[src/rtl/wb_intgen_pkg.sv]
// wb_intgen_pkg: register map, mode encoding and bus states for wb_intgen_mc
package wb_intgen_pkg;
  localparam logic [31:0] REG_PEND = 32'd0;
  localparam logic [31:0] REG_MASK = 32'd1;
  localparam logic [31:0] REG_MODE = 32'd2;
  localparam logic [31:0] REG_INFO = 32'd3;
  localparam logic [31:0] REG_COUNT0 = 32'd4;
  localparam logic MODE_ONESHOT = 1'b0;
  localparam logic MODE_PERIODIC = 1'b1;
  typedef enum logic [1:0] {BUS_IDLE, BUS_ACK, BUS_ERR} bus_state_e;
endpackage

[src/rtl/intgen_chan.sv]
// intgen_chan: one down-counter channel with one-shot or periodic reload
module intgen_chan #(
  parameter int CNT_W = 16
) (
  input  logic             clk,
  input  logic             rst,
  input  logic             load,
  input  logic [CNT_W-1:0] load_val,
  input  logic             periodic,
  output logic [CNT_W-1:0] count,
  output logic             expire
);
  logic [CNT_W-1:0] reload;
  assign expire = count == CNT_W'(1);
  // a load overrides the decrement/reload; periodic channels refill on the 1->0 edge
  always_ff @(posedge clk)
    if (rst) begin
      count <= '0;
      reload <= '0;
    end else if (load) begin
      count <= load_val;
      reload <= load_val;
    end else if (count != '0)
      count <= (expire && periodic && reload != '0) ? reload : count - CNT_W'(1);
endmodule

[src/rtl/wb_intgen_mc.sv]
// wb_intgen_mc: multi-channel Wishbone interrupt generator with per-channel down-counters
module wb_intgen_mc
  import wb_intgen_pkg::*;
#(
  parameter int NUM_CH = 4,
  parameter int CNT_W = 16,
  parameter int AW = 5
) (
  input  logic              wb_clk_i,
  input  logic              wb_rst_i,
  input  logic [AW-1:0]     wb_adr_i,
  input  logic [31:0]       wb_dat_i,
  input  logic              wb_we_i,
  input  logic              wb_cyc_i,
  input  logic              wb_stb_i,
  output logic [31:0]       wb_dat_o,
  output logic              wb_ack_o,
  output logic              wb_err_o,
  output logic [NUM_CH-1:0] irq_vec_o,
  output logic              irq_o
);
  bus_state_e state, state_nxt;
  logic [31:0] adr, rdata;
  logic req, mapped, wr, unused;
  logic [NUM_CH-1:0] pending, mask, mode, expire, clr;
  logic [CNT_W-1:0] count [NUM_CH];
  assign adr = 32'(wb_adr_i);
  assign req = wb_cyc_i & wb_stb_i & (state == BUS_IDLE);
  assign mapped = adr < REG_COUNT0 + 32'(NUM_CH);
  assign wr = req & wb_we_i & mapped;
  assign clr = (wr && adr == REG_PEND) ? wb_dat_i[NUM_CH-1:0] : '0;
  assign wb_ack_o = state == BUS_ACK;
  assign wb_err_o = state == BUS_ERR;
  assign irq_o = |irq_vec_o;
  assign unused = ^wb_dat_i;
  for (genvar c = 0; c < NUM_CH; c++) begin : g_ch
    intgen_chan #(.CNT_W(CNT_W)) u_chan (
      .clk(wb_clk_i),
      .rst(wb_rst_i),
      .load(wr && adr == REG_COUNT0 + 32'(c)),
      .load_val(wb_dat_i[CNT_W-1:0]),
      .periodic(mode[c] == MODE_PERIODIC),
      .count(count[c]),
      .expire(expire[c])
    );
  end
  // every request gets a single-cycle ack or err; a held strobe re-requests after it
  always_comb state_nxt = req ? (mapped ? BUS_ACK : BUS_ERR) : BUS_IDLE;
  // read data mux over the control registers and channel counts
  always_comb begin
    rdata = adr == REG_PEND ? 32'(pending) :
            adr == REG_MASK ? 32'(mask) :
            adr == REG_MODE ? 32'(mode) :
            adr == REG_INFO ? {8'd0, 8'(CNT_W), 8'd0, 8'(NUM_CH)} : '0;
    for (int i = 0; i < NUM_CH; i++)
      if (adr == REG_COUNT0 + 32'(i)) rdata = 32'(count[i]);
  end
  // bus state and registered read data, zero outside a read response
  always_ff @(posedge wb_clk_i)
    if (wb_rst_i) begin
      state <= BUS_IDLE;
      wb_dat_o <= '0;
    end else begin
      state <= state_nxt;
      wb_dat_o <= (req && !wb_we_i && mapped) ? rdata : '0;
    end
  // pending is sticky with hardware set winning over W1C; irq vector lags pending by one cycle
  always_ff @(posedge wb_clk_i)
    if (wb_rst_i) begin
      pending <= '0;
      mask <= '0;
      mode <= {NUM_CH{MODE_ONESHOT}};
      irq_vec_o <= '0;
    end else begin
      pending <= (pending & ~clr) | expire;
      irq_vec_o <= pending & mask;
      if (wr && adr == REG_MASK) mask <= wb_dat_i[NUM_CH-1:0];
      if (wr && adr == REG_MODE) mode <= wb_dat_i[NUM_CH-1:0];
    end
endmodule

[config.mk]
export PLATFORM = sky130hd
export DESIGN_NAME = wb_intgen_mc
export DESIGN_NICKNAME = d
export VERILOG_FILES = /design/src/rtl/wb_intgen_pkg.sv /design/src/rtl/intgen_chan.sv /design/src/rtl/wb_intgen_mc.sv
export SDC_FILE = /design/constraint.sdc
export NUM_CORES = 1
export LEC_CHECK = 0
export ABC_AREA = 1
export CELL_PAD_IN_SITES_DETAIL_PLACEMENT = 0
export CELL_PAD_IN_SITES_GLOBAL_PLACEMENT = 1
export CORE_UTILIZATION = 37
export CTS_CLUSTER_SIZE = 20
export DETAILED_ROUTE_END_ITERATION = 10
export PLACE_DENSITY = 0.78
export SLEW_MARGIN = 20
export SYNTH_ARGS = -nofsm -noshare
export SYNTH_HDL_FRONTEND = slang
export SYNTH_SLANG_ARGS = --single-unit
[constraint.sdc]
create_clock -name wb_clk_i -period 1.5 [get_ports wb_clk_i]
set_input_delay 0.3 -clock wb_clk_i [delete_from_list [all_inputs] [get_ports wb_clk_i]]
set_output_delay 0.3 -clock wb_clk_i [all_outputs]
set_load 0.1 [all_outputs]
## Word-level counts from Yosys, hierarchy flattened

Cells that the tools add are included.
Widths: inputs -> output; s select.

| operators by class | value |
|---|---|
| $lt $le $gt $ge | 1 |
| reduce and logical (&&, ||, !) cells | 36 |
| bitwise logic cells | 10 |
| equal/unequal tests | 13 |
| $add $sub $neg | 4 |
| mux-type cells | 22 |

Operators by type and width:

| kind | count |
|---|---|
| $mux 16 | 19 |
| $reduce_bool 16->1 | 8 |
| $eq 16x1->1 const B | 4 |
| $sub 16x1->16 const B | 4 |
| $logic_not 32->1 | 1 |
| $mux 21 | 1 |
| $eq 5x3->1 const B | 4 |
| $logic_and 1x1->1 | 17 |
| $eq 5x2->1 const B | 2 |
| $reduce_or 9->1 | 1 |
| $and 4x4->4 | 2 |
| $reduce_bool 2->1 | 4 |
| $eq 5x1->1 const B | 1 |
| $lt 5x4->1 const B | 1 |
| $and 1x1->1 | 4 |
| $mux 4 | 1 |
| $not 4->4 | 1 |
| $or 4x4->4 | 1 |
| $reduce_or 2->1 | 2 |
| $reduce_or 4->1 | 1 |
| $eq 2x1->1 const B | 1 |
| $eq 2x2->1 const B | 1 |
| $logic_not 2->1 | 1 |
| $mux 2 | 1 |
| other kinds (2) | 3 |

| storage, ports and cells | value |
|---|---|
| bits of input ports | 42 |
| output and inout port bits | 39 |
| register bits after elaboration | 167 |
| word-level logic and storage cells | 101 |

## Depth between registers and ports, before layout

| logic depth | value |
|---|---|
| depth after elaboration | 9 |
| depth in mapped cells | 12 |
| mapped depth without buffers | 12 |

## Modules after synthesis

Synthesis repeated with hierarchy kept, for this count alone.

| unflattened totals | value |
|---|---|
| cell total of the unflattened synthesis | 1598 |
| area, all modules | 10052.1 um^2 |

By module, submodules not included:

| module | cells each | times used | area each (um^2) | seq. area each (um^2) |
|---|---|---|---|---|
| intgen_chan | 333 | 4 | 2019.4 | 640.6 |
| wb_intgen_mc | 266 | 1 | 1974.4 | 700.7 |

## Worst setup path after synthesis

OpenSTA, ideal clock, no wires.

| timing | value |
|---|---|
| kind | reg-to-output |
| start point | reg irq_vec_o[1] |
| end point | out irq_o |
| slack | -0.560 ns |
| data arrival time | 1.760 ns |
| stages on the path, launching flop included | 2 |
| path buffers | 0 |
| required time | 1.200 ns |
| path through | dfxtp_1 > or4_1 |

| between the ends | value |
|---|---|
| cells in the longest elaborated chain, start to end | 1 |

RTL lines:

| item | RTL line | RTL |
|---|---|---|
| start, declared | wb_intgen_mc.sv:19 | `output logic [NUM_CH-1:0] irq_vec_o,` |
| start signal, assigned | wb_intgen_mc.sv:76 | `irq_vec_o <= pending & mask;` |
| $reduce_or 4->1 | wb_intgen_mc.sv:34 | `assign irq_o = \|irq_vec_o;` |
| end, declared | wb_intgen_mc.sv:20 | `output logic irq_o` |

Every way passes these cells.

## Final worst setup path

| timing | value |
|---|---|
| start point | reg irq_vec_o[0] |
| end point | out irq_o |

The elaborated chain is that of the path after synthesis.

==> impl_results.md <==
- Status: finished with violations
- Failing checks: negative setup slack
- Crit path DAT: 1.48 ns
- Post-DP HPWL: 28100 µm
- Share of cells above drive strength 1: 47.5%
- Total CTS buffers: 17
- CTS clk-pin slew, worst paths: 0.07 ns
- Synth Register Bits: between 150 and 200
- Leakage: 7.22 nW
- Largest family of logic cells by synthesized area: simple AND/OR/NAND/NOR gates
- Commonest cells after routing, fill and taps aside: nand2_1 (294), buf_4 (258), nor2_1 (146)
- Sequential share of the synthesized area: 34.7%
- CTS Sinks: between 150 and 200
- Initial antenna violation count: 0
- Max_cap viols: 0
- Layout Nets: 1926
- Root Buffer: clkbuf_16
- Multi-input gate area: 7220 µm²
- Slew margin rel.: 52.3%
- Vias in the first global route: 10.7k
- Reg area: roughly 3300 µm²
- Fmax achieved: 562 MHz
- Period utilization: 119%
- Clock skew: 0.00959 ns
- Die area: about 26000 µm²
- I/O Buffers: 49
- Largest area contributor in the netlist: dfxtp_1
- Dpl cell area: 12400 µm²
- Clock H-tree levels: 4
- Top post-synthesis cells by area: dfxtp_1 (35%), nand2_1 (16%), nor2_1 (10%), inv_1 (6.7%), nand3_1 (6.0%)
- First-pass GRT wire length: 60100 µm
- Commonest non-fill, non-tap cell in the layout: nand2_1
- Fin. Hold Viols: 0
- CTS tree: built
- WL final: 40800 µm
- Post-layout util: 66.3%
- CP required: about 1.2 ns
- Slew @ Worst Pin: 0.713 ns
- Synth Area in Adders: around 1.1%
- Synthesized area: 9400 µm²
- Mean Syn Cell Area: 6.34 µm²
- Max Transition Viols Final: 0
- Starting Density: 38.2%
- Post-synthesis compound-gate area fraction: 12.5%
- Ys flop type: dfxtp_1
- Die width: 161 µm
- PD cells: 1630 nW/µm²
- Area share of the largest cell type after synthesis: 34.7%
- Maximum vdd ir drop: ~0.95 mV
- Setup crit end kind: output pin
- Worst-path fanout max: 2
- FP Rows: 57
- Async set or reset register ratio after synthesis: 0%
- Gr ovfl total: 0
- Startpoint Class: register
- HP Class: input pin to register
- Vias: 11.5k
- GRT Util Overall: 30.1%
- Pin count of the biggest net entering global routing: 36
- Post-Synth Simple-Gate Area: 39.2%
- Die height: roughly 160 µm
- Hold depth: 3
- Fillcell total: approximately 2k
- Core box area: 24600 µm²
- Final worst slack: -0.278 ns
- Gpl congestion: 0.921
- Post-layout instance area: between 15000 and 20000 µm²
- Synth Warn #: 0
- Routed len/inst: between 15 and 20 µm
- Skew-Pair Late Insertion Delay: about 0.44 ns
- Ant. Diodes: 0
- Yosys cell types: 44
- Setup Crit Path Kind: register to output pin
- Path depth of the worst reg2reg path: 11
- Top Ports: 81
- Post-layout minimum cycle time: 1.78 ns
- Routed Antenna Nets: 0
- Drc violations: 0
- Post-synth EDFFs: 0
- Synth Area in XOR/XNOR: 1.86%
- Max Buffers Root-to-Sink: 2
- Post-synthesis mux area share: 0%
- Drt first pass iters: 9
- Vias per cell: 5.19
- Mapped Cells: ~1.5k
- Setup violations, final: 94
- Initial drt markers: ~1.2k
- Area Growth Syn to Fin: 73.6%
- RSZ-0062 raised after global routing: yes
per-stage QoR:
step | cells | hold slack [ns] | power, mW | setup TNS, ns | setup slack, ns
2_1_floorplan | 1497 | 0.379 | 12.4 | -1.53 | -0.421
3_5_place_dp | 2089 | 0.466 | 17.6 | -92.16 | -0.738
4_1_cts | 2177 | 0.289 | 24.3 | -13.51 | -0.289
5_1_grt | 2213 | 0.214 | 28.0 | -17.63 | -0.299
6_report | 2213 | 0.162 | 26.6 | -10.79 | -0.278
3_3_place_gp | 2089 | 0.466 | 17.6 | -87.40 | -0.700
area by class of cell:
class                      count  area share (%)
clock inverter                14            1.01
sequential                   163            20.2
multi-input combinational   1109            44.3
clock buffer                  18            2.69
timing repair inverter         7           0.537
inverter                     177            4.49
tap                          324            2.48
timing repair buffer         401            24.3
cell usage after synthesis (9+ instances only):
library cell and instances:
a31oi_1 13, dfxtp_1 163, clkbuf_1 21, xor2_1 11, o21ai_0 37, xnor2_1 9
nand3b_1 9, nand3_1 113, inv_1 168, a21oi_2 19, nor3_1 15, buf_4 19
nand2_1 409, o21a_1 19, nor2_1 262, a21oi_1 96, nor2_2 11
power breakdown:
part	switching (mW)	internal, mW	total [mW]	leakage (nW)
Combinational	8.86	7.34	16.2	5.59
Sequential	0.699	5.06	5.76	1.33
Clock	2.04	2.56	4.60	0.297
Total	11.6	15.0	26.6	7.22
what timing repair did:
| item | 4_1_cts | 5_1_grt |
|---|---|---|
| hold buffers | 0 | 0 |
| resized for setup | 438 | 280 |
| buffers inserted | 39 | 46 |
| setup endpoints to repair | 154 | 148 |
| endpoints found under the hold margin | 0 | 0 |
| gates cloned | 20 | 1 |
| pin swaps | 102 | 123 |
metal layers:
| metal | track usage, % | vias up | routed length [µm] |
|---|---|---|---|
| met5 | 0 | - | 0 |
| met1 | 41.3 | 5411 | 17600 |
| met3 | 3.47 | 112 | 2810 |
| met4 | 10.2 | 0 | 1620 |
| li1 | - | 5469 | - |
| met2 | 49.0 | 487 | 18800 |
final timing paths:
kind,from,end,slack (ns)
max reg2reg,state[1],g_ch[0].u_chan.reload[3],-0.23
max,irq_vec_o[0],irq_o,-0.28
min,wb_adr_i[4],state[1],0.16
min reg2reg,pending[1],pending[1],0.46
kinds of logic (layout without fill, tap and decap cells):
| group | count (synthesis) | count (layout) |
|---|---|---|
| AOI/OAI and AO/OA | 201 | 201 |
| xor gates and xnor gates | 20 | 20 |
| adders and majority gates | 8 | 8 |
| buffers and inverters | 231 | 617 |
| DFF | 163 | 163 |
| other | 1 | 15 |
| and+or+nand+nor | 859 | 865 |
registers in the layout (all words and copies together), names as in the netlist:
name / cells
g_ch.u_chan.count: 64
g_ch.u_chan.reload: 64
irq_vec_o: 4
mask: 4
mode: 4
pending: 4
state: 2
wb_dat_o: 17
worst max-delay path: stages (launching register included):
cell and delay, ns:
dfxtp_2 0.32, or4_4 0.55, buf_12 0.18
(Power assumes the default switching activity.)
